[src/rtl/iobus_pkg.sv]
// Shared IO bus definitions: bus widths and the timeout responder FSM encoding.
package iobus_pkg;

  localparam int unsigned IOBUS_ADDR_W = 32;
  localparam int unsigned IOBUS_DATA_W = 32;

  typedef enum logic [1:0] {
    StIdle    = 2'd0,
    StWait    = 2'd1,
    StRespond = 2'd2
  } iobus_state_e;

endpackage

[src/rtl/iobus_timeout_responder_if.sv]
// MicroBlaze IO bus signals as seen by the default-response slave.
interface iobus_timeout_responder_if;
  import iobus_pkg::*;

  logic                    io_addr_strobe;
  logic [IOBUS_ADDR_W-1:0] io_address;
  logic                    io_write_strobe;
  logic                    target_ready;
  logic [IOBUS_DATA_W-1:0] io_read_data;
  logic                    io_ready;

  modport master (
    output io_addr_strobe,
    output io_address,
    output io_write_strobe,
    output target_ready,
    input  io_read_data,
    input  io_ready
  );

  modport slave (
    input  io_addr_strobe,
    input  io_address,
    input  io_write_strobe,
    input  target_ready,
    output io_read_data,
    output io_ready
  );

endinterface

[src/rtl/iobus_sat_counter.sv]
// Saturating event counter; a clear coinciding with an increment yields one.
module iobus_sat_counter #(
  parameter int unsigned WIDTH = 8
) (
  input  logic             clk,
  input  logic             rst_n,
  input  logic             inc,
  input  logic             clr,
  output logic [WIDTH-1:0] count
);

  logic [WIDTH-1:0] count_q, count_d;

  always_comb begin
    count_d = count_q;
    if (clr) begin
      count_d = inc ? WIDTH'(1) : '0;
    end else if (inc && (count_q != '1)) begin
      count_d = count_q + WIDTH'(1);
    end
  end

  always_ff @(posedge clk or negedge rst_n) begin
    if (!rst_n) begin
      count_q <= '0;
    end else begin
      count_q <= count_d;
    end
  end

  assign count = count_q;

endmodule

[src/rtl/iobus_timeout_responder.sv]
// Default responder for unclaimed IO bus accesses: answers with DEFAULT_VALUE after TIMEOUT
// cycles unless a real target responds first, and logs the offending access.
module iobus_timeout_responder
  import iobus_pkg::*;
#(
  parameter logic [IOBUS_DATA_W-1:0] DEFAULT_VALUE = 32'hffffffff,
  parameter int unsigned             TIMEOUT       = 16,
  parameter int unsigned             CNT_WIDTH     = 8
) (
  input  logic                        clk,
  input  logic                        rst_n,
  iobus_timeout_responder_if.slave    bus,
  input  logic                        err_clear,
  output logic                        err_irq,
  output logic [IOBUS_ADDR_W-1:0]     err_addr,
  output logic                        err_write,
  output logic [CNT_WIDTH-1:0]        err_count
);

  localparam int unsigned CntW = $clog2(TIMEOUT + 1);
  // The WAIT cycle whose increment reaches TIMEOUT-1 is the last one before RESPOND.
  localparam logic [CntW-1:0] WaitLast = CntW'(TIMEOUT - 2);

  iobus_state_e            state_q, state_d;
  logic [CntW-1:0]         cnt_q, cnt_d;
  logic [IOBUS_ADDR_W-1:0] pend_addr_q, pend_addr_d;
  logic                    pend_write_q, pend_write_d;
  logic                    io_ready_q;
  logic [IOBUS_DATA_W-1:0] io_read_data_q;
  logic                    err_irq_q;
  logic [IOBUS_ADDR_W-1:0] err_addr_q;
  logic                    err_write_q;
  logic                    respond_entry;

  always_comb begin
    state_d      = state_q;
    cnt_d        = cnt_q;
    pend_addr_d  = pend_addr_q;
    pend_write_d = pend_write_q;

    if (bus.io_addr_strobe) begin
      // A strobe always starts a fresh access, including a restart from WAIT.
      cnt_d        = '0;
      pend_addr_d  = bus.io_address;
      pend_write_d = bus.io_write_strobe;
      if (bus.target_ready) begin
        state_d = StIdle;
      end else begin
        state_d = (TIMEOUT == 1) ? StRespond : StWait;
      end
    end else begin
      unique case (state_q)
        StIdle: state_d = StIdle;
        StWait: begin
          if (bus.target_ready) begin
            state_d = StIdle;
          end else begin
            cnt_d = cnt_q + CntW'(1);
            if (cnt_q == WaitLast) begin
              state_d = StRespond;
            end
          end
        end
        StRespond: state_d = StIdle;
        default:   state_d = StIdle;
      endcase
    end

    respond_entry = (state_d == StRespond);
  end

  always_ff @(posedge clk or negedge rst_n) begin
    if (!rst_n) begin
      state_q        <= StIdle;
      cnt_q          <= '0;
      pend_addr_q    <= '0;
      pend_write_q   <= 1'b0;
      io_ready_q     <= 1'b0;
      io_read_data_q <= '0;
      err_irq_q      <= 1'b0;
      err_addr_q     <= '0;
      err_write_q    <= 1'b0;
    end else begin
      state_q        <= state_d;
      cnt_q          <= cnt_d;
      pend_addr_q    <= pend_addr_d;
      pend_write_q   <= pend_write_d;
      io_ready_q     <= respond_entry;
      io_read_data_q <= respond_entry ? DEFAULT_VALUE : '0;
      if (respond_entry) begin
        err_irq_q   <= 1'b1;
        err_addr_q  <= pend_addr_d;
        err_write_q <= pend_write_d;
      end else if (err_clear) begin
        err_irq_q <= 1'b0;
      end
    end
  end

  iobus_sat_counter #(
    .WIDTH (CNT_WIDTH)
  ) u_err_cnt (
    .clk   (clk),
    .rst_n (rst_n),
    .inc   (respond_entry),
    .clr   (err_clear),
    .count (err_count)
  );

  assign bus.io_ready     = io_ready_q;
  assign bus.io_read_data = io_read_data_q;
  assign err_irq          = err_irq_q;
  assign err_addr         = err_addr_q;
  assign err_write        = err_write_q;

endmodule

[src/flat_wrapper.sv]
// flat-port wrapper written by rule: the top's interface ports become plain ports
module iobus_timeout_responder_flat import iobus_pkg::*;
#(
  parameter logic [IOBUS_DATA_W-1:0] DEFAULT_VALUE = 32'hffffffff,
  parameter int unsigned             TIMEOUT       = 16,
  parameter int unsigned             CNT_WIDTH     = 8
)
  (clk, rst_n, err_clear, err_irq, err_addr, err_write, err_count, bus_io_addr_strobe, bus_io_address, bus_io_write_strobe, bus_target_ready, bus_io_read_data, bus_io_ready);
  iobus_timeout_responder_if bus_i ();
  input  logic clk;
  input  logic rst_n;
  input  logic err_clear;
  output logic err_irq;
  output logic [IOBUS_ADDR_W-1:0] err_addr;
  output logic err_write;
  output logic [CNT_WIDTH-1:0] err_count;
  input wire logic [$bits(bus_i.io_addr_strobe)-1:0] bus_io_addr_strobe;
  input wire logic [$bits(bus_i.io_address)-1:0] bus_io_address;
  input wire logic [$bits(bus_i.io_write_strobe)-1:0] bus_io_write_strobe;
  input wire logic [$bits(bus_i.target_ready)-1:0] bus_target_ready;
  output wire logic [$bits(bus_i.io_read_data)-1:0] bus_io_read_data;
  output wire logic [$bits(bus_i.io_ready)-1:0] bus_io_ready;
  assign bus_i.io_addr_strobe = bus_io_addr_strobe;
  assign bus_i.io_address = bus_io_address;
  assign bus_i.io_write_strobe = bus_io_write_strobe;
  assign bus_i.target_ready = bus_target_ready;
  assign bus_io_read_data = bus_i.io_read_data;
  assign bus_io_ready = bus_i.io_ready;
  iobus_timeout_responder #(.DEFAULT_VALUE(DEFAULT_VALUE), .TIMEOUT(TIMEOUT), .CNT_WIDTH(CNT_WIDTH)) u_core (.clk(clk), .rst_n(rst_n), .bus(bus_i), .err_clear(err_clear), .err_irq(err_irq), .err_addr(err_addr), .err_write(err_write), .err_count(err_count));
endmodule
[config.mk]
export PLATFORM = sky130hd
export DESIGN_NAME = iobus_timeout_responder_flat
export DESIGN_NICKNAME = d
export VERILOG_FILES = /design/src/rtl/iobus_pkg.sv /design/src/rtl/iobus_timeout_responder_if.sv /design/src/rtl/iobus_sat_counter.sv /design/src/rtl/iobus_timeout_responder.sv /design/src/flat_wrapper.sv
export SDC_FILE = /design/constraint.sdc
export NUM_CORES = 1
export LEC_CHECK = 0
export ABC_CLOCK_PERIOD_IN_PS = 1700
export BUFFER_PORTS_ARGS = -buffer_cell sky130_fd_sc_hd__buf_2
export CAP_MARGIN = 10
export CORE_UTILIZATION = 45
export CTS_CLUSTER_DIAMETER = 50
export DETAILED_ROUTE_END_ITERATION = 8
export GPL_ROUTABILITY_DRIVEN = 1
export PLACE_DENSITY = 0.75
export SETUP_SLACK_MARGIN = 0.2
export SLEW_MARGIN = 20
export SYNTH_ARGS = -nofsm -noshare
export SYNTH_HDL_FRONTEND = slang
export SYNTH_SLANG_ARGS = --single-unit
[constraint.sdc]
create_clock -name clk -period 1.7 [get_ports clk]
set_input_delay 0.17 -clock clk [delete_from_list [all_inputs] [get_ports clk]]
set_output_delay 0.17 -clock clk [all_outputs]
set_load 0.05 [all_outputs]
# After elaboration in Yosys (flattened, before gate mapping)
# Index checks and enable logic that the tools add are counted.
[totals]
inputBits = 38
elab_cells = 38
out_inout_bits = 75
register_bits = 115
[op_classes]
mux = 16
eq_ne = 5
reduce_logical = 5
add_sub_neg = 2
[op_table]
columns = ["cell", "count"]
rows = [
  ["$mux W32", 2],
  ["$mux W8", 2],
  ["$mux W5", 3],
  ["$add A8 B1 Y8 const B", 1],
  ["$mux W2", 4],
  ["$ne A8 B8 Y1 const B", 1],
  ["$reduce_bool A2 Y1", 3],
  ["$add A5 B1 Y5 const B", 1],
  ["$eq A5 B4 Y1 const B", 1],
  ["$mux W1", 5],
  ["$eq A2 B1 Y1 const B", 1],
  ["$eq A2 B2 Y1 const B", 1],
  ["$ne A2 B2 Y1 const B", 1],
  ["$reduce_and A2 Y1", 1],
  ["$logic_and A1 B1 Y1", 1],
]

# Longest topological paths before layout
# Gate-level depths: netlist (run 1).
[depth]
depth_word = 9
ltp_mapped = 8
depth_no_buf = 7

# Cells and area by module
# Synthesis (run 1) repeated with hierarchy kept, for this count alone.
[hier_totals]
cells_unflattened = 257
area_unflattened_um2 = 3714.8
[by_module_without_submodules]
columns = ["module", "instances", "seq_area_each_um2", "cells_per_inst", "area_each_um2"]
rows = [
  ["iobus_timeout_responder", 1, 1876.8, 210, 3241.9],
  ["iobus_sat_counter", 1, 200.2, 47, 473.0],
]

# Worst setup path before layout (run 1)
# No wires, ideal clock.
[synth_timing]
kind = "reg2reg"
from = "register u_core.u_err_cnt.count_q[0], in the netlist u_core.u_err_cnt.count[0]"
to = "register u_core.u_err_cnt.count_q[4], in the netlist u_core.u_err_cnt.count[4]"
t_arrival_ns = 1.733
period_less_slack_ns = 1.811
path_stages_with_launch = 7
setup_ns = 0.078
path_slack_ns = -0.111
cell_sequence = "dfrtp_1 ha_1 nand3_1 o211ai_1 buf_2 or3_1 a21oi_1"
[synth_between]
elab_chain_len = 3
word_cells_on_any_way = 6
cone_classes = "1 x add/sub; 1 x eq/ne; 2 x mux; 2 x reduce/logical"
[synth_lines]
columns = ["element", "line_no", "text"]
rows = [
  ["start, declared", "iobus_sat_counter.sv:12", "logic [WIDTH-1:0] count_q, count_d;"],
  ["start signal, assigned", "iobus_sat_counter.sv:27", "count_q <= count_d;"],
  ["$add A8 B1 Y8 / $ne A8 B8 Y1 (equally long branches)", "iobus_sat_counter.sv:19, iobus_sat_counter.sv:18", ""],
  ["$mux W8 / $logic_and A1 B1 Y1 (equally long branches)", "iobus_sat_counter.sv:18", "end else if (inc && (count_q != '1)) begin"],
  ["$mux W8 / $reduce_bool A2 Y1 (equally long branches)", "-", ""],
]
# Several ways; a longest one is shown, not always the timed one. The select of a mux whose other input is x is not followed.
# A chain may end at the register's enable or synchronous reset.

# Worst setup path in the final report (run 1)
[layout_timing]
from = "register u_core.cnt_q[0]"
to = "register u_core.u_err_cnt.count_q[5], in the netlist u_core.u_err_cnt.count[5]"
[layout_between]
elab_chain_len = 8
[layout_lines]
columns = ["element", "line_no", "text"]
rows = [
  ["start, declared", "iobus_timeout_responder.sv:25", "logic [CntW-1:0] cnt_q, cnt_d;"],
  ["start signal, assigned", "iobus_timeout_responder.sv:85", "cnt_q <= cnt_d;"],
  ["$eq A5 B4 Y1", "iobus_timeout_responder.sv:59", "if (cnt_q == WaitLast) begin"],
  ["$mux W2", "iobus_timeout_responder.sv:59", ""],
  ["$mux W2", "iobus_timeout_responder.sv:55", "if (bus.target_ready) begin"],
  ["$mux W2", "iobus_timeout_responder.sv:52", "unique case (state_q)"],
  ["$mux W2", "iobus_timeout_responder.sv:41", "if (bus.io_addr_strobe) begin"],
  ["$eq A2 B2 Y1", "iobus_timeout_responder.sv:69", "respond_entry = (state_d == StRespond);"],
  ["$logic_and A1 B1 Y1", "iobus_sat_counter.sv:18", ""],
  ["$reduce_bool A2 Y1 (no line)", "-", ""],
]
# Every way passes these cells.

==> flow_results.org, run 1 <==
** CTS
- CTS clk-pin slew, worst paths :: 0.08 ns
- TritonCTS buffer count :: 9
- Root buffer cell :: sky130_fd_sc_hd__clkbuf_8
- Max H-tree Level :: 3
- Counting along the longest clock path gives a buffer depth of 2.
- CTS saw slightly above 80 sinks.
- At the later pin of the worst-skew pair, clock insertion delay measures 0.34 ns.
- TritonCTS built the clock tree.

** Critical path
- CP delay by family, top :: simple AND/OR/NAND/NOR gates
- Critical path endpoint category :: register
- At the worst endpoint, the required time is between 1.5 and 2 ns.
- Max stage delay on crit path :: 0.55 ns
- At the worst endpoint, the arrival time is around 2.0 ns.
- The slowest stage of the critical path is the sky130_fd_sc_hd__or4_1 cell.
- The critical path starts at u_core.cnt_q[0].
- CP bufs+invs :: 1
- Type of the worst setup path :: reg2reg
- In this run the worst path has a maximum fanout of 3.
- Cell-by-cell trace of the critical path :: inv_1, ha_1, and4b_2, o211ai_1, or4_1, a21oi_1
- The worst register-to-register path begins at u_core.cnt_q[0].
- Kind of start point of the critical path :: register

** Timing
- Setup violations remaining at the end of the flow were counted as 2.
- Fin crit period :: between 1.5 and 2 ns
- Setup repair after global routing could not meet its margin everywhere.
- Final period util :: 101.5%
- Max_slew headroom :: ~65%
- Number of pins with negative max-slew slack in the final report :: 0
- Setup slack on the critical path of the routed design comes to -0.02499 ns.
- Number of hold violations in the final report :: 0
- Max Fclk :: ~0.58 GHz
- Actual transition at the worst max-transition pin :: between 0.5 and 0.6 ns
- The clock arrives with 0.007680 ns of skew.

** Pwr
- Power per unit of standard cell area :: around 860 nW/um2
- The design draws 3.808 mW.
- Across the VDD grid, the largest voltage drop is between 0.0005 and 0.0006 V.
- The analysis attributes to cell leakage a power of approximately 2.3 nW.

** Yosys
- Post-synthesis instance area :: ~3500 um2
- Xor and xnor fraction of the mapped netlist area :: under 10%
- Share of synthesized cell area in full adder, half adder and majority cells :: around 1.1%
- Of the post-synthesis cell area, the part taken by muxes is a little over a fifth.
- In this run, synthesis produced a sequential element count of 83.
- After Yosys synthesis, and, or, nand and nor cells account for around 5% of the synthesized area.
- Yosys cell types :: 27
- Number of warnings printed during yosys synthesis :: 0
- Post-synthesis cell count :: 250
- Largest family of logic cells by synthesized area :: multiplexers
- Fraction of the mapped netlist area in compound gates :: between 2 and 3%
- The average instance in the mapped netlist occupies 13.90 um2.
- Synthesis produced a netlist with a net count of between 200 and 300.
- Of the synthesized area, sequential elements account for around three fifths.

** Die
- Measured along the x axis, the die boundary spans between 80 and 90 um.
- Site Rows :: 31
- The die covers between 8000 and 9000 um2.
- I/O pin count :: between 100 and 150
- The total area inside the core boundary comes to around 7400 um2.
- The floorplan step set the die height to 89.87 um.
- The initial utilization of the core area, before any placement, comes to ~47%.

** Finish
- At the end of the flow, the number of nets in the layout was between 300 and 400.
- In the final layout, flip-flops and latches occupy 2088 um2.
- The area growth from synthesis to layout is 27.91%.
- The library cell used most frequently in the layout, excluding fill and tap cells, is sky130_fd_sc_hd__buf_2.
- Once layout is complete, the utilization of the core stands at around 60%.
- Cells with a size suffix above 1 make up 63.38% of the layout.
- In the final layout, the multi-input gates occupy 1236 um2.
- Counting the fill cells in the layout gives about 620.
- Antenna diode count :: 0
- Leaving out fill and tap cells, the most frequent cells in the layout are sky130_fd_sc_hd__buf_2 (111), sky130_fd_sc_hd__dfrtp_1 (76), sky130_fd_sc_hd__mux2_2 (38).

** Route
- Summing over every cut layer, the via total after detailed routing is ~2200.
- WL final :: about 6600 um
- Sum of routed wire segments on met1 :: 3151 um
- Number of nets with antenna violations after routing :: 0
- The first TritonRoute pass finished after 4 iterations.
- Detailed routing placed a total of around 3100 um of wire on met2.
- In the routed design, unresolved DRC markers number 0.
- Routed signal wires occupy layers up through met4.
- Avg WL per Cell :: 14.60 um
- Detailed-route vias per instance :: just under 5
- Number of design-rule violations left by the first detailed-router iteration :: 99
- Detailed routing placed a total of about 340 um of wire on met3.

** Placement
- Once detailed placement completed, the half-perimeter wirelength came to about 4100 um.
- Port buffer count :: 112
- Gp weighted congestion :: around 0.85

** Run status
- The checks that failed: setup timing.
- Status :: finished, violations left

** GRT
- Number of global-route vias before repair :: 2255
- Initial antenna violation count :: 0
- Maximum number of pins on one net before global-route repair :: between 80 and 90
- The first global-routing pass estimated 11020 um of wire.
- Overall fraction of global-route tracks in use :: ~17%
- Overflow left after global routing :: 0

** Worst hold path
- The startpoint identified for the worst hold timing path is bus_target_ready.
- Path type of the worst min-delay path :: in2reg

** Run
- The tool flagged a number of max-cap violations equal to 0.
## path summary, 6_finish.rpt
check / to / slack, ns / cells past startpoint
min in group asynchronous: u_core.pend_addr_q[28] / 0.41 / 3
setup / recovery: u_core.u_err_cnt.count[5] / -0.02 / 6
hold reg to reg: u_core.pend_addr_q[18] / 0.50 / 1
setup reg to reg: u_core.u_err_cnt.count[5] / -0.02 / 6
max in group asynchronous: u_core.u_err_cnt.count[1] / 0.95 / 3
hold / removal: u_core.state_q[0] / 0.05 / 2
## timing repair
| action | 4_1_cts | 5_1_grt |
|---|---|---|
| cloned | 0 | 1 |
| setup endpoints to repair | 38 | 74 |
| pin swaps | 1 | 1 |
| gates resized for setup | 29 | 7 |
| endpoints found under the hold margin | 83 | 0 |
| hold buffers | 1 | 0 |
| buffers inserted | 4 | 2 |
## metrics by stage
stage / setup slack, ns / area (um2) / instances / hold WS [ns] / setup TNS, ns
finish: -0.02499 / 4444 / 454 / 0.04557 / -0.04134
floorplan: 0.09944 / 3526 / 250 / -0.1256 / 0
detailed placement: -0.01536 / 4023 / 430 / 0.2379 / -0.01536
CTS: -0.01287 / 4380 / 451 / 0.02554 / -0.01287
global placement: 0.06711 / 4023 / 430 / 0.2338 / 0
global route: -0.1084 / 4444 / 454 / 0.03326 / -0.7329
## Yosys cell counts
master / n / area (um2)
sky130_fd_sc_hd__clkbuf_1: 1 / 3.750
sky130_fd_sc_hd__o21ai_0: 4 / 20.02
sky130_fd_sc_hd__mux2_2: 66 / 743.2
sky130_fd_sc_hd__nand4_1: 3 / 18.77
sky130_fd_sc_hd__nor2_1: 8 / 30.03
sky130_fd_sc_hd__buf_1: 2 / 7.510
sky130_fd_sc_hd__buf_4: 32 / 240.2
sky130_fd_sc_hd__and4b_1: 1 / 10.01
sky130_fd_sc_hd__xnor2_1: 1 / 8.760
sky130_fd_sc_hd__ha_1: 3 / 37.54
sky130_fd_sc_hd__or4_1: 3 / 22.52
sky130_fd_sc_hd__a211oi_1: 1 / 7.510
sky130_fd_sc_hd__o211ai_1: 2 / 15.01
sky130_fd_sc_hd__nand3_1: 4 / 20.02
sky130_fd_sc_hd__buf_2: 6 / 30.03
sky130_fd_sc_hd__nand3b_1: 1 / 7.510
sky130_fd_sc_hd__nor3b_1: 2 / 15.01
sky130_fd_sc_hd__o31ai_1: 3 / 22.52
sky130_fd_sc_hd__xor2_1: 3 / 26.28
sky130_fd_sc_hd__mux2i_1: 1 / 10.01
sky130_fd_sc_hd__nand2_1: 5 / 18.77
sky130_fd_sc_hd__inv_1: 4 / 15.01
sky130_fd_sc_hd__dfrtp_1: 83 / 2077
sky130_fd_sc_hd__inv_2: 1 / 3.750
sky130_fd_sc_hd__or3_1: 3 / 18.77
sky130_fd_sc_hd__a21oi_1: 6 / 30.03
sky130_fd_sc_hd__nor4b_2: 1 / 15.01
## layer usage
layer	global-route usage (%)	vias to the layer above
met4	6.048	0
met2	27.12	76
met5	0	-
met1	23.18	1089
li1	-	1034
met3	3.976	11
## kinds of logic after synthesis
family          count (synthesis)
compound gates                 16
flops                          83
mux                            67
xor+xnor                        4
buf+inv                        46
fa+ha+maj                       3
simple gates                   31
## power by group
part	leakage [nW]	internal, mW	switching (mW)
Sequential	1.07	2.05	0.0212
Combinational	1.12	0.126	0.125
Clock	0.103	0.824	0.657
## area by class of cell
type,instances,share of cell area [%]
well taps,99,2.787
flip-flops and latches,83,46.99
repair buffers,130,17.17
clock buffers,11,2.956
multi-input cells,121,27.82
clock inverters,5,1.745
inverters,5,0.5349
## worst register-to-register path, cell delays in order, from the launching register on
cell and delay [ns]:
sky130_fd_sc_hd__dfrtp_1 0.38, sky130_fd_sc_hd__inv_1 0.06, sky130_fd_sc_hd__ha_1 0.13, sky130_fd_sc_hd__and4b_2 0.25
sky130_fd_sc_hd__o211ai_1 0.15, sky130_fd_sc_hd__or4_1 0.55, sky130_fd_sc_hd__a21oi_1 0.14
## state kept, by name (all words and copies together), names as in the netlist
register,cells
u_core.pend_write_q,1
u_core.u_err_cnt.count,8
u_core.err_write,1
u_core.bus.io_read_data,1
u_core.pend_addr_q,32
u_core.cnt_q,5
u_core.err_irq,1
u_core.state_q,2
u_core.err_addr,32
No activity file was read; power rests on OpenSTA's default activity.
==> run 2: changes to the inputs <==
CORE_UTILIZATION = 40   (was 45)
PLACE_DENSITY = 0.68   (was 0.75)
==> flow_results.org, run 2 (synthesized netlist as in run 1, its figures left out) <==
** Finish
- In the layout the commonest cells are sky130_fd_sc_hd__buf_2 (106), sky130_fd_sc_hd__dfrtp_1 (76), sky130_fd_sc_hd__mux2_2 (65).
- The multi-input gate area in the final layout is 1126 um2 (-8.9%).
- The final core area utilization came to 52.19% (-8.1 points).
- Post-Layout Inst Area :: 4332 um2 (-2.5%)
- The net count of the finished layout came to 390 (-0.26%).
- Number of fill cells :: 723 (+16%)
- The library cell used most frequently in the layout, excluding fill and tap cells, is sky130_fd_sc_hd__buf_2.
- The number of inserted diodes is 0 (unchanged).
- Synth-to-layout area growth :: 24.67%
- Fraction of layout instances using a drive strength above 1 :: 62.43% (-0.95 points)
- The area of all sequential standard cells came to 2088 um2 (unchanged).

** CTS
- Root buffer cell :: sky130_fd_sc_hd__clkbuf_8
- TritonCTS built the clock tree.
- The number of clock sinks came to 83 (unchanged).
- Max H-tree Level :: 3 (unchanged)
- The clock insertion delay at the later pin of the skew report came to 0.34 ns (about the same).
- CTS clk-pin slew, worst paths :: 0.08 ns (about the same)
- The total CTS buffers is 9 (unchanged).
- Max Buffers Root-to-Sink :: 2 (unchanged)

** Placement
- Port buffer count :: 112 (unchanged)
- Placed Area :: 4038 um2 (+0.37%)
- The last weighted congestion value of the routability-driven placer came to 0.7625 (-10%).
- The HPWL after detailed placement is 4434 um (+7.3%).

** Die
- The total die area is 9063 um2 (+12%).
- The horizontal die dimension was 95.20 um (+5.9%).
- The die outline height was 95.20 um (+5.9%).
- The placement row count is 33 (+6.5%).
- Core Box Area :: 8299 um2 (+13%)
- The starting density of the core came to 41.87% (-5.3 points).
- I/O pin count :: 113 (unchanged)

** Critical path
- Register-to-register path setup slack :: 0.007 ns (+0.03 ns)
- Crit path DAT :: 1.95 ns (-0.03 ns)
- Maximum fanout count along the critical path :: 8 (+5)
- The critical path required time came to 1.96 ns (about the same).
- STA classifies the critical path startpoint as a register.
- The worst setup path is of the reg2reg kind.
- Critical path endpoint category :: register

** Timing
- Setup Skew :: 0.01253 ns (+0.004851 ns)
- Number of pins with negative max-slew slack in the final report :: 0 (unchanged)
- Count of final setup violators :: 0 (-2)
- Final period util :: 99.61% (-1.9 points)
- Setup repair after global routing missed its margin :: true
- Fin crit period :: 1.693 ns (-0.03158 ns)
- The worst-margin pin slew is 0.4810 ns (-0.04689 ns).
- Number of hold violations in the final report :: 0 (unchanged)
- The final total negative setup slack came to 0 ns (+0.04134 ns).
- Max_slew headroom :: 67.93% (+3.1 points)
- Max Fclk :: 0.5905 GHz (+1.9%)

** GRT
- Initial antenna violation count :: 0 (unchanged)
- Number of global-route vias before repair :: 2195 (-2.7%)
- The global router's overall resource usage is 15.03% (-2.1 points).
- Overflow left after global routing :: 0 (unchanged)
- Maximum number of pins on one net before global-route repair :: 40 (-52%)
- First-pass GRT wire length :: 10370 um (-5.9%)

** Pwr
- Power per unit of standard cell area :: 864.1 nW/um2 (+0.85%)
- VDD IR-drop max :: 0.0005156 V (-6.2%)
- The static leakage power is 2.258 nW (-1.6%).

** Route
- The routed wire length is 6579 um (-0.77%).
- The antenna violation net count after detailed routing is 0 (unchanged).
- Vias post-DR :: 2231 (+0.95%)
- Avg WL per Cell :: 14.33 um (-1.9%)
- Detailed-route vias per instance :: 4.861 (-0.15%)
- Detailed-route DRC error count :: 0 (unchanged)
- Drt pass-1 iters :: 4 (unchanged)
- The number of DRC markers in iteration 0 came to 43 (-57%).

** Run status
- The run finished with clean final reports.

** Worst hold path
- Path type of the worst min-delay path :: in2reg

** Run
- Max-cap check violation count :: 0 (unchanged)
## run 2: worst max-delay path: stages, from the launching register on
cell and delay, ns:
sky130_fd_sc_hd__dfrtp_1 0.38, sky130_fd_sc_hd__inv_1 0.06, sky130_fd_sc_hd__ha_1 0.13, sky130_fd_sc_hd__and4b_2 0.26
sky130_fd_sc_hd__o211ai_1 0.14, sky130_fd_sc_hd__buf_4 0.20, sky130_fd_sc_hd__or3_1 0.34, sky130_fd_sc_hd__a21oi_1 0.12
## run 2: final timing paths
kind | startpoint | endpoint | cells past startpoint
min reg2reg | u_core.pend_addr_q[20] | u_core.pend_addr_q[20] | 1
min in group asynchronous | rst_n | u_core.err_addr[24] | 2
max | u_core.cnt_q[0] | u_core.u_err_cnt.count[3] | 7
max in group asynchronous | rst_n | u_core.pend_addr_q[15] | 3
max reg2reg | u_core.cnt_q[0] | u_core.u_err_cnt.count[3] | 7
min | bus_target_ready | u_core.state_q[0] | 2
## run 2: timing repair
| action | CTS | global route |
|---|---|---|
| resized for setup | 1 | 8 |
| hold buffers | 1 | 0 |
| cloned | 0 | 1 |
| setup buffers | 2 | 2 |
| pin swaps | 1 | 1 |
| hold endpoints to repair | 35 | 0 |
| endpoints found under the setup margin | 39 | 74 |
## run 2: area by class of cell
type                    count  share of cell area (%)
multi-input cells         121                   26.00
clock inverters             5                   1.386
inverters                   5                  0.5488
well taps                 105                   3.033
clock buffers              11                   3.264
flip-flops and latches     83                   48.21
repair buffers            129                   17.56
## run 2: report_power, final
group          switching (mW)  internal, mW
clock network           0.695         0.725
logic                   0.119         0.128
registers              0.0219          2.05
total                   0.836          2.91
## run 2: routing by layer
metal | global-route usage [%] | wire, um | up-vias
li1 | - | - | 1036
met1 | 19.25 | 2893 | 1093
met2 | 23.10 | 3042 | 94
met3 | 5.423 | 576 | 8
met4 | 6.061 | 67 | 0
met5 | 0 | 0 | -
## run 2: through the flow
| stage | hold WS [ns] | std cells | total power, mW | worst slack (ns) |
|---|---|---|---|---|
| final | 0.05156 | 459 | 3.743 | 0.006592 |
| after global routing | 0.04427 | 459 | 3.919 | -0.04365 |
| after CTS | 0.003066 | 456 | 3.794 | -0.005766 |
| after detailed placement | 0.1678 | 437 | 2.366 | -0.007097 |
| after global placement | 0.1636 | 437 | 2.353 | 0.05631 |
| after floorplan | -0.1256 | 250 | 2.236 | 0.09944 |
